### config.mk
export PLATFORM = sky130hd
export DESIGN_NAME = debounce
export DESIGN_NICKNAME = d
export VERILOG_FILES = /design/src/rtl/debounce.sv
export SDC_FILE = /design/constraint.sdc
export NUM_CORES = 1
export LEC_CHECK = 0
export CELL_PAD_IN_SITES_DETAIL_PLACEMENT = 1
export CELL_PAD_IN_SITES_GLOBAL_PLACEMENT = 1
export CORE_MARGIN = 3
export CORE_UTILIZATION = 39
export CTS_BUF_LIST = sky130_fd_sc_hd__clkbuf_16
export CTS_CLUSTER_SIZE = 28
export DETAILED_ROUTE_END_ITERATION = 8
export PLACE_DENSITY = 0.82
export SYNTH_ARGS = -nofsm -noshare
export SYNTH_HDL_FRONTEND = slang
export SYNTH_SLANG_ARGS = --single-unit
### constraint.sdc
create_clock -name src_clk -period 1.7 [get_ports src_clk]
set_input_delay 0.255 -clock src_clk [delete_from_list [all_inputs] [get_ports src_clk]]
set_output_delay 0.255 -clock src_clk [all_outputs]
set_load 0.01 [all_outputs]
### src/rtl/debounce.sv
`default_nettype none
// ============================================================================
//  Module      : debounce
//  Description : Push-button debouncer on a single system clock. The raw
//                button is synchronised through two flops, sampled on a
//                clock-enable tick every TICK_DIV cycles, and accepted as a
//                new level only after STABLE_TICKS consecutive samples that
//                differ from the current level. A registered one-cycle pulse
//                marks each accepted press.
//
//  Ports       : src_clk  - system clock, all logic on its rising edge
//                rst      - synchronous active-high reset
//                pb_1     - raw asynchronous push-button (1 = pressed)
//                pb_out   - one-cycle pulse, the cycle after pb_level rises
//                pb_level - debounced button level
//
//  Revision    : 1.0 - initial release
// ============================================================================
module debounce #(
    parameter int TICK_DIV     = 4,
    parameter int STABLE_TICKS = 3,
    parameter int CNT_W        = 16
) (
    input  logic src_clk,
    input  logic rst,
    input  logic pb_1,
    output logic pb_out,
    output logic pb_level
);

    localparam int                SCNT_W      = $clog2(STABLE_TICKS) + 1;
    localparam logic [CNT_W-1:0]  C_TICK_LAST = CNT_W'(TICK_DIV - 1);
    localparam logic [SCNT_W-1:0] C_SCNT_LAST = SCNT_W'(STABLE_TICKS - 1);

    logic              r_s0_q;
    logic              r_s1_q;
    logic [CNT_W-1:0]  r_tcnt_q;
    logic [SCNT_W-1:0] r_scnt_q;
    logic [SCNT_W-1:0] w_scnt_d;
    logic              r_level_q;
    logic              w_level_d;
    logic              r_level_prev_q;
    logic              r_out_q;
    logic              w_tick;

    // ------------------------------------------------------------------
    // Two-flop synchroniser; only r_s1_q reaches the filter.
    // ------------------------------------------------------------------
    always_ff @(posedge src_clk) begin
        if (rst) begin
            r_s0_q <= 1'b0;
            r_s1_q <= 1'b0;
        end else begin
            r_s0_q <= pb_1;
            r_s1_q <= r_s0_q;
        end
    end

    // ------------------------------------------------------------------
    // Sample tick: counter wraps at TICK_DIV-1. With TICK_DIV=1 the
    // counter stays at zero and the tick is permanently asserted.
    // ------------------------------------------------------------------
    assign w_tick = (r_tcnt_q == C_TICK_LAST);

    always_ff @(posedge src_clk) begin
        if (rst) begin
            r_tcnt_q <= '0;
        end else if (w_tick) begin
            r_tcnt_q <= '0;
        end else begin
            r_tcnt_q <= r_tcnt_q + CNT_W'(1);
        end
    end

    // ------------------------------------------------------------------
    // Stability filter. Any sample matching the current level restarts
    // the count, so only an unbroken run of STABLE_TICKS differing
    // samples flips the level.
    // ------------------------------------------------------------------
    always_comb begin
        w_scnt_d  = r_scnt_q;
        w_level_d = r_level_q;
        if (w_tick) begin
            if (r_s1_q == r_level_q) begin
                w_scnt_d = '0;
            end else if (r_scnt_q == C_SCNT_LAST) begin
                w_level_d = r_s1_q;
                w_scnt_d  = '0;
            end else begin
                w_scnt_d = r_scnt_q + SCNT_W'(1);
            end
        end
    end

    always_ff @(posedge src_clk) begin
        if (rst) begin
            r_scnt_q  <= '0;
            r_level_q <= 1'b0;
        end else begin
            r_scnt_q  <= w_scnt_d;
            r_level_q <= w_level_d;
        end
    end

    // ------------------------------------------------------------------
    // Press pulse: edge detect on the registered level, so the pulse
    // appears the cycle after pb_level goes high. Falling edges are
    // ignored.
    // ------------------------------------------------------------------
    always_ff @(posedge src_clk) begin
        if (rst) begin
            r_level_prev_q <= 1'b0;
            r_out_q        <= 1'b0;
        end else begin
            r_level_prev_q <= r_level_q;
            r_out_q        <= r_level_q & ~r_level_prev_q;
        end
    end

    assign pb_level = r_level_q;
    assign pb_out   = r_out_q;

endmodule
`default_nettype wire

# --- After elaboration in Yosys (flattened, before gate mapping) ---
# Cells that the tools add are included.
word_totals:
  elab_cells: 19
  ff_bits: 24
  output_inout_bits: 2
op_classes:
  n_bitwise: 3
  eq_ne: 3
  n_addsub: 2
  n_reduce_logical: 2
  mux: 2
ops:
  columns: ["op", "count"]
  rows:
  - ["adder 16 x 1 -> 16 bit (second input constant)", 1]
  - ["== test 16 x 2 -> 1 bit (second input constant)", 1]
  - ["2-to-1 mux 3 bit", 2]
  - ["adder 3 x 1 -> 3 bit (second input constant)", 1]
  - ["== test 3 x 2 -> 1 bit (second input constant)", 1]
  - ["AND reduction 3 bit", 1]
  - ["inverter 1 bit", 2]
  - ["OR reduction 2 bit", 1]
  - ["AND 1 bit", 1]
  - ["== test 1 bit", 1]

# --- Longest topological paths before layout ---
# Gate-level depths: netlist of run 1.
logic_depth:
  depth_word: 3
  ltp_mapped: 8

# --- Least setup slack after synthesis of run 1 ---
# Ideal clock, no wire load.
synth_path:
  path_kind: "flip-flop to flip-flop"
  from: "register r_tcnt_q[0]"
  to: "register r_tcnt_q[13]"
  setup_ns: 0.064
  period_less_slack_ns: 1.613
  n_path_buf: 3
  required_ns: 1.636
  slack_ns: 0.087
  arrival_time_ns: 1.549
  path_stages_with_launch: 9
  path_cell_list: "dfxtp_1 > ha_1 > nor3b_1 > and4_1 > buf_6 > or2_1 > buf_6 > buf_8 > nor2_1"
synth_via:
  elab_chain_cells: 2
  elab_cells_between_ends: 3
synth_rtl:
  columns: ["item", "line", "rtl"]
  rows:
  - ["from (decl)", "37", "logic [CNT_W-1:0] r_tcnt_q;"]
  - ["from (signal assigned)", "71", "r_tcnt_q <= r_tcnt_q + CNT_W'(1);"]
  - ["parallel branches: the longest is 2 deep, another holds adder 16 x 1 -> 16 bit", null, null]
# Parallel ways; which one is timed is not known.
# A chain may end at the register's enable or synchronous reset.

# --- Final worst setup path of run 1 ---
layout_path:
  from: "register r_tcnt_q[1]"
  to: "register r_level_q, in the netlist pb_level"
layout_via:
  elab_chain_cells: 2
layout_rtl:
  columns: ["item", "line", "rtl"]
  rows:
  - ["== test 16 x 2 -> 1 bit", "63", "assign w_tick = (r_tcnt_q == C_TICK_LAST);"]
  - ["AND reduction 3 bit (no line)", null, null]
  - ["to (signal assigned)", "101", "r_level_q <= w_level_d;"]
  - ["to (decl)", "40", "logic r_level_q;"]
# No other way between the ends.

==> flow_summary_export.csv, run 1 <==
group,metric,value,unit
setup_path,crit_path_start_kind,"flip-flop",
floorplanning,die_x,57.51,microns
setup_path,cp_data_arrival_time,1700,ps
cts,cts_buffers,3,
synth,synth_warnings,0,
routing,vias,804,
global_routing,grt_overflow,0,
layout,final_cells,156,
synth,post_synth_and_or_nand_nor_area_fraction,0.2733,
sta,grt_setup_unrepaired,"no",
sta,relSlewSlack,0.7939,
cts,root_buffer,"clkbuf_16",
sta,clock_skew,5.043,ps
floorplanning,fp.dieH,57.51,microns
synth,synth.most_common_cell,"dfxtp_1",
global_routing,grt_pass1_wl,4043,microns
setup_path,cp_num_buf_inv,1,
routing,drc,0,
floorplanning,core_area,2500,sq um
synth,yosys-top-cells-area,"dfxtp_1 46%, xnor2_1 11%, nor2_1 8.0%, nor4_1 3.6%, nand3_1 3.4%",
synth,synth.distinct_cells,25,
synth,synth_xor_area_frac,0.1270,
cts,ctsHoldBuffers,0,
setup_path,crit_fanout,5,
synth,ys_async_sr_fraction,0,
setup_path,path_class,"flip-flop to flip-flop",
layout,fin_nets,131,
placement,dp.cells,151,
cts,cts.sinks,24,
routing,routedWlPerCell,14.46,microns
sta,period_needed,1561,ps
power_and_ir_drop,p_leak,0.4109,nW
synth,synth_nets,122,
sta,fmax,640.7,MHz
layout,flow.area_growth_from_synthesis,15.36,%
floorplanning,die-area,3307,sq um
synth,synthesis.area,1035,sq um
synth,postSynthCellCount,118,
cts,cts_tree,"built",
power_and_ir_drop,p_per_area,959.6,nW/um^2
cts,insertion_delay,260,ps
sta,hold_viol,0,
setup_path,required,1840,ps
job,cap_violations,0,
setup_path,critPathTopFamily,"simple AND/OR/NAND/NOR gates",
layout,antenna_cells,0,
floorplanning,start_util,0.4139,
setup_path,endpoint_kind,"flip-flop",
layout,drive_above_1_share,0.07937,
synth,synth_top_family_by_area,"simple AND/OR/NAND/NOR gates",
synth,synth_top_area_share,0.4643,
sta,setup_viol,0,
setup_path,worstPathCellList,"ha_2, nor3b_1, and4_1, buf_4, a21oi_1, a41o_1",
placement,dpl.hpwl,1594,microns
floorplanning,ios,5,
global_routing,grtUsageTotal,0.1572,
sta,layout_setup_ws,139.3,ps
global_routing,grt_pass1_vias,865,
sta,final_max_slew_viol_count,0,
synth,synth_common_cells,"24 x dfxtp_1, 22 x nor2_1, 13 x xnor2_1",
setup_path,slowest_delay,380,ps
floorplanning,rows,18,
cts,cts.clk_slew.worst_paths,60,ps
synth,synthAdderAreaFrac,0.01209,
synth,yosysTopAreaCell,"dfxtp_1",
routing,viasPerCell,5.154,
synth,synth_edf_count,0,
routing,dr.first_iter.drc_count,20,
synth,muxShareOfSynthArea,0.009674,
synth,synth_compound_area_frac,0.04353,
run_status,status,"completed",
synth,synthFlopType,"dfxtp_1",
min_path,min-delay-path-class,"flip-flop to flip-flop",
power_and_ir_drop,vdd_drop_max,0.6003,mV
synth,yosysSeqAreaShare,0.4643,
routing,ant_nets,0,
cts,h-tree-depth,1,
sta,tns,0,ps
sta,fin_crit_sh,0.9180,
synth,ys_seq_elements,24,
placement,pre_cts_ws,77.97,ps
setup_path,cpMaxStageDelayCell,"dfxtp_1",
global_routing,grt_max_degree,17,
placement,port_buffers,4,
synth,syn_area_per_cell,8.769,sq um
global_routing,antenna_found_initial,0,
placement,gp_congestion,0.7642,
sta,tightest_slew,306.4,ps
cts,clk_path_buf_depth,2,
routing,firstDrtPassIters,5,
routing,totalWireLength,2255,microns
==> power breakdown <==
part	switching (mW)	internal, mW
combinational	0.0311	0.0289
sequential	0.0110	0.573
clock	0.187	0.314
total	0.229	0.916
==> through the flow <==
step | power, mW | util | hold slack [ps] | cell area [sq um]
finish | 1.145 | 0.4775 | 388.2 | 1194
global route | 1.204 | 0.4775 | 408.3 | 1194
CTS | 1.161 | 0.4685 | 392.0 | 1171
detailed placement | 0.6511 | 0.4369 | 382.8 | 1092
global placement | 0.6475 | 0.4369 | 378.0 | 1092
floorplan | 0.6402 | - | 326.6 | 1035
==> logic make-up after synthesis <==
family	Yosys count
buffers and inverters	12
adder cells (fa/ha/maj)	1
AND/OR/NAND/NOR	58
flip-flops	24
XOR/XNOR	15
AO/OA/AOI/OAI	7
multiplexers	1
==> area by class of cell <==
type / count / area, sq um
Timing Repair Buffer: 8 / 73.82
Fill cell: 302 / 1306
Multi-Input combinational cell: 82 / 493.0
Inverter: 8 / 30.03
Clock buffer: 3 / 75.07
Tap cell: 30 / 37.54
Clock inverter: 1 / 3.754
Sequential cell: 24 / 480.5
==> layout by cell type (no fill, tap or decap), drive strengths merged, types with 4 or more instances in the layout <==
cell type and n:
buf 4, clkdlybuf4s50 4, dfxtp 24, inv 8, nand2 5, nand3 7
nand4 4, nor2 22, nor3 6, nor4 6, xnor2 13
==> worst paths after layout <==
| check | start | cells after the start | end | slack, ps |
|---|---|---|---|---|
| max | r_tcnt_q[1] | 6 | pb_level | 140 |
| min | r_level_prev_q | 1 | pb_out | 390 |
| max reg2reg | r_tcnt_q[1] | 6 | pb_level | 140 |
| min reg2reg | r_level_prev_q | 1 | pb_out | 390 |
==> timing repair <==
item / CTS / global route
resized for setup: 0 / 4
buffers inserted: 0 / 1
endpoints found under the setup margin: 0 / 17
==> sequential cells by signal, summed over array words and instances (netlist names) <==
register / count
r_s1_q: 1
r_level_prev_q: 1
pb_out: 1
pb_level: 1
r_tcnt_q: 16
r_s0_q: 1
r_scnt_q: 3
==> metal layers <==
| layer | up-vias | track usage | routed length, microns |
|---|---|---|---|
| li1 | 408 | - | - |
| met1 | 387 | 0.1911 | 997 |
| met2 | 5 | 0.2645 | 1185 |
| met3 | 4 | 0.02489 | 44 |
| met4 | 0 | 0.08278 | 27 |
| met5 | - | 0 | 0 |
(Power assumes the default switching activity.)
==> run 2, diff against run 1 <==
- CAP_MARGIN: not set -> 20
- SKIP_CTS_REPAIR_TIMING: not set -> 1
- TNS_END_PERCENT: not set -> 30
==> results of run 2 <==
No change in the layout: final DEF, timing and power equal those of run 1.
